`config.mk`:
```
export PLATFORM = sky130hd
export DESIGN_NAME = uart_tx_cfg
export DESIGN_NICKNAME = d
export VERILOG_FILES = /design/src/rtl/uart_tx_cfg.sv
export SDC_FILE = /design/constraint.sdc
export NUM_CORES = 1
export LEC_CHECK = 0
export ABC_AREA = 1
export BUFFER_PORTS_ARGS = -buffer_cell sky130_fd_sc_hd__buf_2
export CORE_MARGIN = 2
export CORE_UTILIZATION = 50
export CTS_BUF_LIST = sky130_fd_sc_hd__clkbuf_4 sky130_fd_sc_hd__clkbuf_8 sky130_fd_sc_hd__clkbuf_16
export CTS_CLUSTER_DIAMETER = 50
export DETAILED_ROUTE_END_ITERATION = 7
export GPL_TIMING_DRIVEN = 0
export PLACE_DENSITY = 0.69
export SETUP_SLACK_MARGIN = 0.02
export SLEW_MARGIN = 20
export SYNTH_ARGS = -nofsm -noshare
export SYNTH_HDL_FRONTEND = slang
export SYNTH_SLANG_ARGS = --single-unit
```
`constraint.sdc`:
```
create_clock -name clk -period 2.03 [get_ports clk]
set_input_delay 0.1015 -clock clk [delete_from_list [all_inputs] [get_ports clk]]
set_output_delay 0.1015 -clock clk [all_outputs]
set_load 0.01 [all_outputs]
```
`src/rtl/uart_tx_cfg.sv`:
```
// Purpose : parametrised UART transmitter (data width, even/odd parity, 1/2 stop bits, baud divisor).
// Latency : start bit on uart_out from the accepting edge; tx_done pulses F=(1+DATA_BITS+PARITY_EN+STOP_BITS)*CLKS_PER_BIT cycles later.
// Backpressure: tx_ready is low for the whole frame; tx_valid while busy is dropped (no queueing).
// Ports   : clk, rst (sync, active-high); tx_valid/tx_data/tx_ready upstream handshake;
//           tx_busy frame in progress; tx_done one-cycle completion pulse; uart_out serial line (idles high).
module uart_tx_cfg #(
    parameter int CLKS_PER_BIT = 434,
    parameter int DATA_BITS    = 8,
    parameter int PARITY_EN    = 0,
    parameter int PARITY_ODD   = 0,
    parameter int STOP_BITS    = 1
) (
    input  logic                 clk,
    input  logic                 rst,
    input  logic                 tx_valid,
    input  logic [DATA_BITS-1:0] tx_data,
    output logic                 tx_ready,
    output logic                 tx_busy,
    output logic                 tx_done,
    output logic                 uart_out
);

    localparam int CW = (CLKS_PER_BIT > 2) ? $clog2(CLKS_PER_BIT) : 1;
    localparam int IW = $clog2(DATA_BITS);
    localparam logic [CW-1:0] CNT_LAST  = CW'(CLKS_PER_BIT - 1);
    localparam logic [IW-1:0] IDX_LAST  = IW'(DATA_BITS - 1);
    localparam logic          STOP_LAST = 1'(STOP_BITS - 1);
    localparam logic          ODD_BIT   = (PARITY_ODD != 0);

    if (CLKS_PER_BIT < 2) begin : g_bad_cpb
        $error("uart_tx_cfg: CLKS_PER_BIT must be >= 2");
    end
    if (DATA_BITS < 5 || DATA_BITS > 9) begin : g_bad_data_bits
        $error("uart_tx_cfg: DATA_BITS must be in 5..9");
    end
    if (STOP_BITS != 1 && STOP_BITS != 2) begin : g_bad_stop_bits
        $error("uart_tx_cfg: STOP_BITS must be 1 or 2");
    end

    typedef enum logic [2:0] {
        IDLE   = 3'd0,
        START  = 3'd1,
        DATA   = 3'd2,
        PARITY = 3'd3,
        STOP   = 3'd4
    } state_t;

    state_t               state, state_n;
    logic [CW-1:0]        cnt, cnt_n;
    logic [IW-1:0]        bit_idx, bit_idx_n;
    logic                 stop_idx, stop_idx_n;
    logic [DATA_BITS-1:0] shift_reg, shift_n;
    logic                 par_bit, par_n;
    logic                 out_n, done_n, ready_n;
    logic                 bit_end;

    always_ff @(posedge clk) begin
        if (rst) begin
            state     <= IDLE;
            cnt       <= '0;
            bit_idx   <= '0;
            stop_idx  <= 1'b0;
            shift_reg <= '0;
            par_bit   <= 1'b0;
            uart_out  <= 1'b1;
            tx_ready  <= 1'b1;
            tx_busy   <= 1'b0;
            tx_done   <= 1'b0;
        end else begin
            state     <= state_n;
            cnt       <= cnt_n;
            bit_idx   <= bit_idx_n;
            stop_idx  <= stop_idx_n;
            shift_reg <= shift_n;
            par_bit   <= par_n;
            uart_out  <= out_n;
            tx_ready  <= ready_n;
            tx_busy   <= !ready_n;
            tx_done   <= done_n;
        end
    end

    always_comb begin
        state_n    = state;
        cnt_n      = cnt;
        bit_idx_n  = bit_idx;
        stop_idx_n = stop_idx;
        shift_n    = shift_reg;
        par_n      = par_bit;
        out_n      = uart_out;
        done_n     = 1'b0;
        bit_end    = (cnt == CNT_LAST);

        // Bit timer runs in every non-idle state and wraps on terminal count.
        if (state != IDLE) begin
            cnt_n = bit_end ? '0 : cnt + CW'(1);
        end

        case (state)
            IDLE: begin
                if (tx_valid && tx_ready) begin
                    state_n    = START;
                    cnt_n      = '0;
                    bit_idx_n  = '0;
                    stop_idx_n = 1'b0;
                    shift_n    = tx_data;
                    // Parity is taken from the captured word because the shift register drains.
                    par_n      = (^tx_data) ^ ODD_BIT;
                    out_n      = 1'b0;
                end
            end
            START: begin
                if (bit_end) begin
                    state_n = DATA;
                    out_n   = shift_reg[0];
                    shift_n = shift_reg >> 1;
                end
            end
            DATA: begin
                if (bit_end) begin
                    if (bit_idx == IDX_LAST) begin
                        bit_idx_n = '0;
                        if (PARITY_EN != 0) begin
                            state_n = PARITY;
                            out_n   = par_bit;
                        end else begin
                            state_n = STOP;
                            out_n   = 1'b1;
                        end
                    end else begin
                        bit_idx_n = bit_idx + IW'(1);
                        out_n     = shift_reg[0];
                        shift_n   = shift_reg >> 1;
                    end
                end
            end
            PARITY: begin
                if (bit_end) begin
                    state_n = STOP;
                    out_n   = 1'b1;
                end
            end
            STOP: begin
                out_n = 1'b1;
                if (bit_end) begin
                    if (stop_idx == STOP_LAST) begin
                        state_n    = IDLE;
                        stop_idx_n = 1'b0;
                        done_n     = 1'b1;
                    end else begin
                        stop_idx_n = 1'b1;
                    end
                end
            end
            default: begin
                state_n    = IDLE;
                cnt_n      = '0;
                bit_idx_n  = '0;
                stop_idx_n = 1'b0;
                out_n      = 1'b1;
            end
        endcase

        ready_n = (state_n == IDLE);
    end

endmodule

```
=== Yosys cells after proc, flatten, opt, wreduce, memory -nomap -nowiden ===
Index checks and enable logic that the tools add are counted.

* Multiplexer cells: 31
* Bitwise gates (word level): 4
* Equal/unequal tests: 12
* Reductions and logical operators: 14
* $add $sub $neg: 2

{| class="wikitable"
|+ Operator list
! cell !! count
|-
| 8-bit two-way mux || 4
|-
| 3-bit two-way mux || 10
|-
| 9-bit two-way mux || 3
|-
| 8-bit case mux with 3 select lines || 1
|-
| 9-bit case mux with 2 select lines || 1
|-
| 3-bit case mux with 5 select lines || 1
|-
| 2-bit inequality test (second input constant) || 6
|-
| 9-bit by 1-bit adder with 9-bit output (second input constant) || 1
|-
| 9-bit == test (second input constant) || 1
|-
| 3-bit case mux with 3 select lines || 1
|-
| 3-bit OR reduction || 3
|-
| 1-bit two-way mux || 8
|-
| 3-bit by 2-bit == test with 1-bit output (second input constant) || 2
|-
| 3-bit == test (second input constant) || 2
|-
| 3-bit zero test || 2
|-
| 3-bit AND reduction || 2
|-
| 3-bit nonzero test || 2
|-
| 5-bit AND reduction || 1
|-
| 1-bit inverter || 4
|-
| 1-bit case mux with 4 select lines || 1
|-
| 4-bit AND reduction || 1
|-
| 4-bit OR reduction || 1
|-
| 3-bit by 1-bit adder with 3-bit output (second input constant) || 1
|-
| 3-bit by 1-bit == test with 1-bit output (second input constant) || 1
|-
| 3 further kinds || 3
|}

* Flip-flop bits (word level): 28

=== Longest topological paths before layout ===
Gate-level depths: netlist (run 1).

* Depth after elaboration: 6
* Gate-level depth with buffers: 10
* Mapped depth without buffers: 10

=== Least setup slack after synthesis (run 1) ===
Ideal clock, no wire load.

* Kind: reg-to-reg
* Start: reg bit_idx[0]
* End: reg shift_reg[0]
* Cell stages (with the launch flop): 11
* Data required time: 1915 ps
* Library setup time: 115 ps
* Slack: 528 ps
* Data arrival time: 1387 ps
* Cells stage by stage: dfxtp_1 -> ha_1 -> ha_1 -> inv_1 -> nand2_1 -> nand2_1 -> nand2_1 -> nor2_8 -> nand2_4 -> o21ai_1 -> nor2_1

* Cells in the longest elaborated chain, start to end: 3

{| class="wikitable"
|+ Ends and longest elaborated chain
! item !! line !! RTL
|-
| start, declared || 50 || <nowiki>logic [IW-1:0] bit_idx, bit_idx_n;</nowiki>
|-
| start signal, assigned || 72 || <nowiki>bit_idx <= bit_idx_n;</nowiki>
|-
| 3-bit == test || 121 || <nowiki>if (bit_idx == IDX_LAST) begin</nowiki>
|-
| 2-bit inequality test (no source line) || n/a ||
|-
| 5-bit AND reduction (no source line) || n/a ||
|-
| end signal, assigned || 74 || <nowiki>shift_reg <= shift_n;</nowiki>
|-
| end, declared || 52 || <nowiki>logic [DATA_BITS-1:0] shift_reg, shift_n;</nowiki>
|}

No other way between the ends.
A chain may end at the register's enable or synchronous reset.

=== Final worst setup path (run 1) ===
* Start: reg bit_idx[0]
* End: reg shift_reg[2]

Same word-level chain as after synthesis.

==> results.ini, run 1 <==
[layout]
utilization_pct=58.8
stdcell_area_mm2=0.00166
antennaDiodeCount=0
final_nets=251
area_growth_pct=9.65
fin_cells=266
max_ffs_per_register=9
share_of_post_route_cells_with_drive_strength_above_1_pct=21.3

[pwr]
cellLeakagePower_nw=0.827
worst_ir_drop_vdd_mv=0.384
power-per-cell-area_mw_per_mm2=640

[sta]
final_count_of_pins_violating_max_slew=0
unrepaired_setup_endpoints_after_global_routing=no
achievable-frequency_ghz=0.586
setup_tns_ns=0
worstMarginPinSlew_ns=0.298
timing.final.crit_period_ns=1.71
final.hold.worst_slack_ns=0.0390
period_share_pct=84.1
slew-limit-headroom_pct=80.1
worst_clock_skew_ns=0.00815
final-hold-violation-count=0
setup_viol=0

[grt]
grt_max_degree=16
first_pass_grt_wire_length_um=5180
grt_antenna_before_repair=0
grt.overflow.total=0
number_of_global_route_vias_before_repair=1202
grtUsageTotal_pct=19.3

[critical_path]
startpoint_class_of_the_critical_path=flip-flop
sort_of_element_at_the_end_of_the_critical_path=flip-flop
critical_path.max_fanout=9
critical_path_class=reg2reg
timing.critical_path.arrival_ns=1.96
timing.critical_path.required_ns=2.28

[route]
avg_vias_per_cell=5.13
met2_length_um=1490
route.top_layer_used=met4
drt_first_pass_iters=4
drt_drc_violations_left=0
ant_nets=0
detail_route.iter0.violations=52
detail_route.wl_per_cell_um=11.5
vias=1364
met1_wire_length_um=1410
routed-wl-met3_um=106
wirelength_um=3050

[die]
die_width_um=59.1
floorplan.core_area_mm2=0.00283
floorplan.die.height_um=59.1
fp.dieArea_mm2=0.00349
placementRows=19
effective_utilization_at_floorplan_pct=53.6
io_pins=15

[placement]
place_hpwl_um=2330
placed_cells_incl_taps=261
io_buffers=14
place_congestion=0.863
detailed_place.area_mm2=0.00163

[logic_synthesis]
synth_seq_area_share_pct=35.6
yosys-top-cells-area=dfxtp_1 (36%), nand2_1 (13%), nor2_1 (7.2%)
synth_cell_types=25
mappedNetlistNets=231
synth_area_per_cell_um2=7.03
synthFlopType=dfxtp_1
yosys-top-cells-count=nand2_1 (53), nor2_1 (29), dfxtp_1 (27)
yosys_warnings=0
netlist_area_mm2=0.00152
synthCells=216
synth.top_cell.area_share_pct=35.6
synth_top_area_cell=dfxtp_1
synth_async_sr_flop_share_pct=0
edff_count_synth=0
postSynthRegisterBits=27
synth.most_common_cell=nand2_1

[clocking]
tritoncts=yes
cts.path.max_buffers=2
clkSlewWorstSetupHoldPaths_ns=0.15
clk_root_buffer_cell=clkbuf_4
post_cts_resized=0
clock_sink_count=27
htree_levels=1
postCtsHoldBufs=1
post_cts.repair.setup_buffers=0
cts_inserted_buffers=3
clk_latency_worst_skew_pair_ns=0.33

[min_path]
worstHoldPathType=in2reg

[run_status]
status=finished, final reports clean

[job]
timing.max_cap.violations=0

-- logic make-up after synthesis --
group / share of synthesized area (%)
AND/OR/NAND/NOR: 43.9
flip-flops: 35.6
adder cells (fa/ha/maj): 3.30
AO/OA/AOI/OAI: 9.48
buffers and inverters: 7.17
XOR/XNOR: 0.577
-- cell usage in the layout (no fill, tap or decap), types with 2 or more instances in the layout --
cell type	n
nor3_1	2
nand2_1	53
o21ai_0	2
nor2_8	2
nand3b_1	2
ha_1	4
dfxtp_1	27
inv_2	7
nor2_4	2
nor2_2	5
buf_2	14
nor2_1	29
nand2_4	6
nand4_2	2
nand2_2	3
o21ai_1	11
inv_1	17
a21oi_1	14
clkbuf_4	4
nand3_1	21
-- path summary, 6_finish.rpt --
path	cells past startpoint	start	slack, ns	end
min	3	tx_data[7]	0.04	shift_reg[7]
min reg2reg	2	uart_out	0.48	uart_out
max reg2reg	10	bit_idx[0]	0.32	shift_reg[2]
max	10	bit_idx[0]	0.32	shift_reg[2]
-- routing by layer --
metal / GRT usage (%) / vias to the layer above
li1: - / 728
met1: 24.9 / 607
met2: 33.0 / 24
met3: 1.97 / 5
met4: 7.79 / 0
met5: 0 / -
-- power by group --
| group | internal, mW | leakage, nW | total [mW] | switching, mW |
|---|---|---|---|---|
| Clock | 0.0741 | 0.0177 | 0.242 | 0.168 |
| Sequential | 0.569 | 0.221 | 0.593 | 0.0239 |
| Combinational | 0.0881 | 0.588 | 0.230 | 0.142 |
| Total | 0.731 | 0.827 | 1.06 | 0.334 |
-- critical path: stages, from the launching register on --
cell and delay, ns:
dfxtp_1 0.35, ha_1 0.20, ha_1 0.24, inv_1 0.07, nand2_1 0.06, nand2_1 0.06
nand2_1 0.12, nor2_8 0.21, nand2_4 0.11, o21ai_1 0.14, nor2_1 0.05
-- layout make-up --
class | instances | area [um^2]
tap | 31 | 38.8
inverter | 24 | 90.1
timing repair buffer | 15 | 80.1
clock inverter | 1 | 5.00
sequential | 27 | 541
multi-input combinational | 163 | 868
clock buffer | 3 | 22.5
buffer | 2 | 18.8
fill | 280 | 1160
-- metrics by stage --
| stage | power (mW) | setup slack, ns |
|---|---|---|
| floorplan | 0.777 | 0.528 |
| global placement | 0.823 | 0.399 |
| detailed placement | 0.833 | 0.319 |
| CTS | 1.07 | 0.315 |
| global route | 1.13 | 0.198 |
| finish | 1.06 | 0.323 |
No activity file was read; power rests on OpenSTA's default activity.
==> run 2, diff against run 1 <==
Settings changed: ABC_AREA 1 to 0, PLACE_DENSITY 0.69 to 0.7.
Clock period 2.03 ns to 1.6 ns, I/O delays scaled along.
==> results.ini, run 2 <==
[logic_synthesis]
yosys-top-cells-area=dfxtp_1 (39%), mux2i_1 (7.2%), a311oi_1 (5.0%)
synth_top_area_cell=dfxtp_1
yosys-top-cells-count=dfxtp_1 (27), a21oi_1 (13), nor2_1 (11)
synthCells=145
netlist_area_mm2=0.00140
mappedNetlistNets=160
synth_async_sr_flop_share_pct=0
synth_area_per_cell_um2=9.65
yosys_warnings=0
synthFlopType=dfxtp_1
edff_count_synth=0
synth_seq_area_share_pct=38.6
synth.most_common_cell=dfxtp_1
synth.top_cell.area_share_pct=38.6
postSynthRegisterBits=27
synth_cell_types=45

[critical_path]
crit-reg2reg-launch=bit_idx[0]
rrSetupSlack_ns=-0.11
startpoint_class_of_the_critical_path=flip-flop
reg2reg_to=shift_reg[5]
reg2reg_depth=7
critical_path_class=reg2reg
sort_of_element_at_the_end_of_the_critical_path=flip-flop
timing.critical_path.arrival_ns=1.96
critical_path.max_fanout=10
timing.critical_path.required_ns=1.85

[placement]
placed_cells_incl_taps=190
io_buffers=14
place_hpwl_um=2060
preCtsSetupSlack_ns=-0.256
detailed_place.area_mm2=0.00151
place_congestion=0.900

[grt]
number_of_global_route_vias_before_repair=1163
grtUsageMet2_pct=35.0
grtUsageTotal_pct=20.2
groute.layer.met1.usage_pct=25.2
grt_max_degree=15
grt.met3_usage_pct=2.30
grt.busiest_layer=met2
first_pass_grt_wire_length_um=5160
grt_antenna_before_repair=0
grt.overflow.total=0

[die]
io_pins=15
die_width_um=56.9
placementRows=19
floorplan.die.height_um=56.9
effective_utilization_at_floorplan_pct=51.6
floorplan.core_area_mm2=0.00271
fp.dieArea_mm2=0.00324

[sta]
timing.final.crit_period_ns=1.71
worstMarginPinSlew_ns=0.470
setup_tns_ns=-0.763
final-hold-violation-count=0
final.hold.worst_slack_ns=0.0864
slew-limit-headroom_pct=68.6
achievable-frequency_ghz=0.585
setup_viol=11
period_share_pct=107
final_count_of_pins_violating_max_slew=0
unrepaired_setup_endpoints_after_global_routing=yes
setup_ws_ns=-0.108
worst_clock_skew_ns=0.00149

[run_status]
status=finished with violations
violated_checks=setup timing

[pwr]
worst_ir_drop_vdd_mv=0.576
cellLeakagePower_nw=0.617
power-per-cell-area_mw_per_mm2=787
design_power_total_mw=1.36

[route]
detail_route.iter0.violations=54
drt_drc_violations_left=0
detail_route.wl_per_cell_um=14.5
avg_vias_per_cell=5.78
wirelength_um=2990
vias=1190
drt_first_pass_iters=4
ant_nets=0

[job]
timing.max_cap.violations=0

[min_path]
hold_path_sink=shift_reg[1]
worstHoldStart=tx_data[1]
hold-path-cell-count=3
worstHoldPathType=in2reg

[layout]
final_nets=191
stdcell_area_mm2=0.00173
area_growth_pct=23.4
antennaDiodeCount=0
max_ffs_per_register=9
final_cell_mix=dfxtp_1 (22), buf_2 (14), a21oi_1 (11)
num-fill-cells=250
utilization_pct=63.7
share_of_post_route_cells_with_drive_strength_above_1_pct=36.0
fin_cells=206
ff_latch_area_um2=547
multi_input_comb_area_um2=876
layout_commonest_cell=dfxtp_1

[clocking]
clk_latency_worst_skew_pair_ns=0.33
htree_levels=1
clk_root_buffer_cell=clkbuf_4
cts_inserted_buffers=3
tritoncts=yes
cts.path.max_buffers=2
clock_sink_count=27
clkSlewWorstSetupHoldPaths_ns=0.14

## run 2: changes by cell type after synthesis, moves of 4 or more
| cell | before | now |
|---|---|---|
| nand2_1 | 53 | 5 |
| nor2_1 | 29 | 11 |
| nand3_1 | 21 | 5 |
| inv_1 | 17 | 2 |
| o21ai_1 | 11 | 0 |
| mux2i_1 | 0 | 10 |
| a311oi_1 | 0 | 8 |
| inv_2 | 7 | 0 |
| nand2_4 | 6 | 0 |
| xnor2_1 | 0 | 6 |
| nand2b_1 | 0 | 4 |
| nor2_2 | 5 | 1 |
| or3_1 | 0 | 4 |
## run 2: timing repair
| action | CTS | global route |
|---|---|---|
| pin swaps | 14 | 4 |
| endpoints found under the hold margin | 1 | 0 |
| gates resized for setup | 16 | 7 |
| setup buffers | 9 | 2 |
| setup endpoints to repair | 22 | 22 |
| hold buffers | 1 | 0 |
## run 2: how the worst max path moves through the flow
stage	start	to	slack, ns	depth (start not counted)
floorplan	bit_idx[1]	shift_reg[5]	-0.11	7
global placement	bit_idx[0]	shift_reg[5]	-0.23	7
detailed placement	bit_idx[0]	shift_reg[6]	-0.26	7
CTS	bit_idx[0]	shift_reg[1]	-0.09	7
global route	bit_idx[0]	shift_reg[4]	-0.24	7
finish	bit_idx[0]	shift_reg[5]	-0.11	7
## run 2: worst max-delay path: stages, from the launching register on
cell      delay, ns
dfxtp_2        0.36
ha_4           0.16
ha_4           0.14
or2_4          0.25
a221oi_4       0.28
buf_6          0.19
a21oi_2        0.06
a311oi_1       0.18
## run 2: metal layers
metal  share of wire, %  wire, um
met1                 45      1360
met2                 51      1520
met3                2.2        67
met4                1.5        46
met5                  0         0
## run 2: layout make-up
| class | instances | share of cell area, % |
|---|---|---|
| Clock buffer | 4 | 1.74 |
| Sequential cell | 27 | 31.7 |
| Inverter | 2 | 0.435 |
| Multi-Input combinational cell | 109 | 50.7 |
| Timing Repair Buffer | 26 | 9.93 |
| Buffer | 7 | 3.26 |
| Tap cell | 31 | 2.25 |
## run 2: cell families (layout without fill, tap and decap cells)
logic type / count (synthesis) / count (layout) / share of synthesized area [%]
buffers and inverters: 9 / 39 / 4.38
and+or+nand+nor: 50 / 50 / 22.0
xor gates and xnor gates: 7 / 7 / 4.38
muxes: 10 / 10 / 7.16
DFF: 27 / 27 / 38.6
AOI/OAI and AO/OA: 38 / 38 / 19.9
adders and majority gates: 4 / 4 / 3.58
## run 2: power breakdown
group / total (mW) / internal (mW) / switching (mW) / leakage [nW]
registers: 0.738 / 0.715 / 0.0232 / 0.223
clock network: 0.318 / 0.115 / 0.204 / 0.0184
logic: 0.302 / 0.148 / 0.154 / 0.376
total: 1.36 / 0.978 / 0.381 / 0.617
==> run 3, diff against run 2 <==
==> constraint.sdc (replaced) <==
create_clock -name clk -period 1.6 [get_ports clk]
set_input_delay 0.32 -clock clk [delete_from_list [all_inputs] [get_ports clk]]
set_output_delay 0.32 -clock clk [all_outputs]
set_load 0.01 [all_outputs]
==> results.ini, run 3 (synthesis gave the netlist of run 2 again) <==
[run_status]
status=finished with violations
violated_checks=setup timing

[die]
io_pins=15
fp.dieArea_mm2=0.00324
effective_utilization_at_floorplan_pct=51.6
floorplan.die.height_um=56.9
floorplan.core_area_mm2=0.00271
placementRows=19
die_width_um=56.9

[placement]
preCtsSetupSlack_ns=-0.256
io_buffers=14
place_hpwl_um=2060
placed_cells_incl_taps=190
place_congestion=0.900

[critical_path]
critical_path.cell_chain=ha_4 > ha_4 > or2_4 > a221oi_4 > buf_6 > a21oi_2 > a311oi_1
reg2reg_depth=7
timing.critical_path.arrival_ns=1.96
timing.critical_path.required_ns=1.85
reg2reg_to=shift_reg[5]
critPathSlowestCell=dfxtp_2
critical_path.most_common_cell=ha_4
critical_path_class=reg2reg
critical_path.max_fanout=10
timing.critical_path.slowest_cell_delay_ns=0.36
startpoint_class_of_the_critical_path=flip-flop
crit-reg2reg-launch=bit_idx[0]
sort_of_element_at_the_end_of_the_critical_path=flip-flop
rrSetupSlack_ns=-0.11

[sta]
final_count_of_pins_violating_max_slew=0
worst_clock_skew_ns=0.00233
unrepaired_setup_endpoints_after_global_routing=yes
achievable-frequency_ghz=0.585
period_share_pct=107
setup_ws_ns=-0.109
timing.final.crit_period_ns=1.71
setup_viol=11
final-hold-violation-count=0
worstMarginPinSlew_ns=0.468
slew-limit-headroom_pct=68.8

[grt]
grt_antenna_before_repair=0
first_pass_grt_wire_length_um=5160
grt_max_degree=15
grt.overflow.total=0
number_of_global_route_vias_before_repair=1159
grtUsageTotal_pct=20.2

[layout]
multi_input_comb_area_um2=876
antennaDiodeCount=0
fin_cells=205
final_cell_mix=dfxtp_1 (22), buf_2 (14), a21oi_1 (11)
max_ffs_per_register=9
layout_commonest_cell=dfxtp_1
final_nets=190
num-fill-cells=253
ff_latch_area_um2=547
area_growth_pct=22.7
share_of_post_route_cells_with_drive_strength_above_1_pct=36.2

[clocking]
clk_latency_worst_skew_pair_ns=0.33
htree_levels=1
clkSlewWorstSetupHoldPaths_ns=0.14
clk_root_buffer_cell=clkbuf_4
tritoncts=yes
cts_inserted_buffers=3
postCtsHoldBufs=0
clock_sink_count=27
cts.path.max_buffers=2

[route]
wirelength_um=2990
drt_drc_violations_left=0
ant_nets=0
detail_route.iter0.violations=60
drt_first_pass_iters=4
detail_route.wl_per_cell_um=14.6
avg_vias_per_cell=5.81
vias=1192

[pwr]
power-per-cell-area_mw_per_mm2=790
worst_ir_drop_vdd_mv=0.576
cellLeakagePower_nw=0.613

[min_path]
worstHoldPathType=in2reg
hold_path_sink=shift_reg[7]
hold-path-cell-count=3
worstHoldStart=tx_data[7]

[job]
timing.max_cap.violations=0

-- run 3: cell types whose count changed in the layout (fill, tap and decap cells not counted) --
cell           before  now
dlygate4sd3_1       1    0
-- run 3: worst max path at each step --
| stage | start | depth (start not counted) | end | slack, ns |
|---|---|---|---|---|
| CTS | bit_idx[0] | 7 | shift_reg[1] | -0.09 |
| global route | bit_idx[0] | 7 | shift_reg[4] | -0.24 |
| detailed placement | bit_idx[0] | 7 | shift_reg[6] | -0.26 |
| global placement | bit_idx[0] | 7 | shift_reg[5] | -0.23 |
| finish | bit_idx[0] | 7 | shift_reg[5] | -0.11 |
| floorplan | bit_idx[1] | 7 | shift_reg[5] | -0.11 |
-- run 3: area by class of cell --
class / count / share of cell area [%]
Sequential cell: 27 / 31.9
Tap cell: 31 / 2.26
Clock buffer: 4 / 1.75
Timing Repair Buffer: 25 / 9.40
Buffer: 7 / 3.28
Multi-Input combinational cell: 109 / 51.0
Inverter: 2 / 0.437
-- run 3: power breakdown --
group / switching, mW / total [mW] / internal, mW
combinational: 0.153 / 0.300 / 0.147
clock: 0.203 / 0.318 / 0.115
sequential: 0.0232 / 0.738 / 0.715
-- run 3: critical path, delay by kind of cell, from the launching register on --
kind	cells	cell delay, ns
AND/OR/NAND/NOR	1	0.25
buffers and inverters	1	0.19
adder cells (fa/ha/maj)	2	0.30
AO/OA/AOI/OAI	3	0.52
flip-flops	1	0.36
-- run 3: timing repair --
item,4_1_cts,5_1_grt
pin swaps,14,4
setup buffers,9,2
resized for setup,16,7
endpoints found under the setup margin,22,22
-- run 3: metrics by stage --
step           utilization (%)  instance area, um^2  hold WS [ns]  total power, mW  setup TNS [ns]
2_1_floorplan                -                 1400         0.459            0.949          -0.466
6_report                  63.3                 1720         0.241             1.36          -0.766
3_3_place_gp              55.8                 1510         0.470             1.00           -2.57
5_1_grt                   63.3                 1720         0.229             1.43           -1.96
4_1_cts                   61.6                 1670         0.236             1.36          -0.673
3_5_place_dp              55.8                 1510         0.486             1.01           -3.42
-- run 3: per-layer routing --
metal  up-vias  routed length (um)  part of all wire (%)  track usage (%)
met5         -                   0                     0                0
li1        606                   -                     -                -
met4         0                  46                   1.5             7.97
met2        16                1520                    51             34.8
met3         5                  67                   2.2             2.30
met1       565                1360                    45             25.3
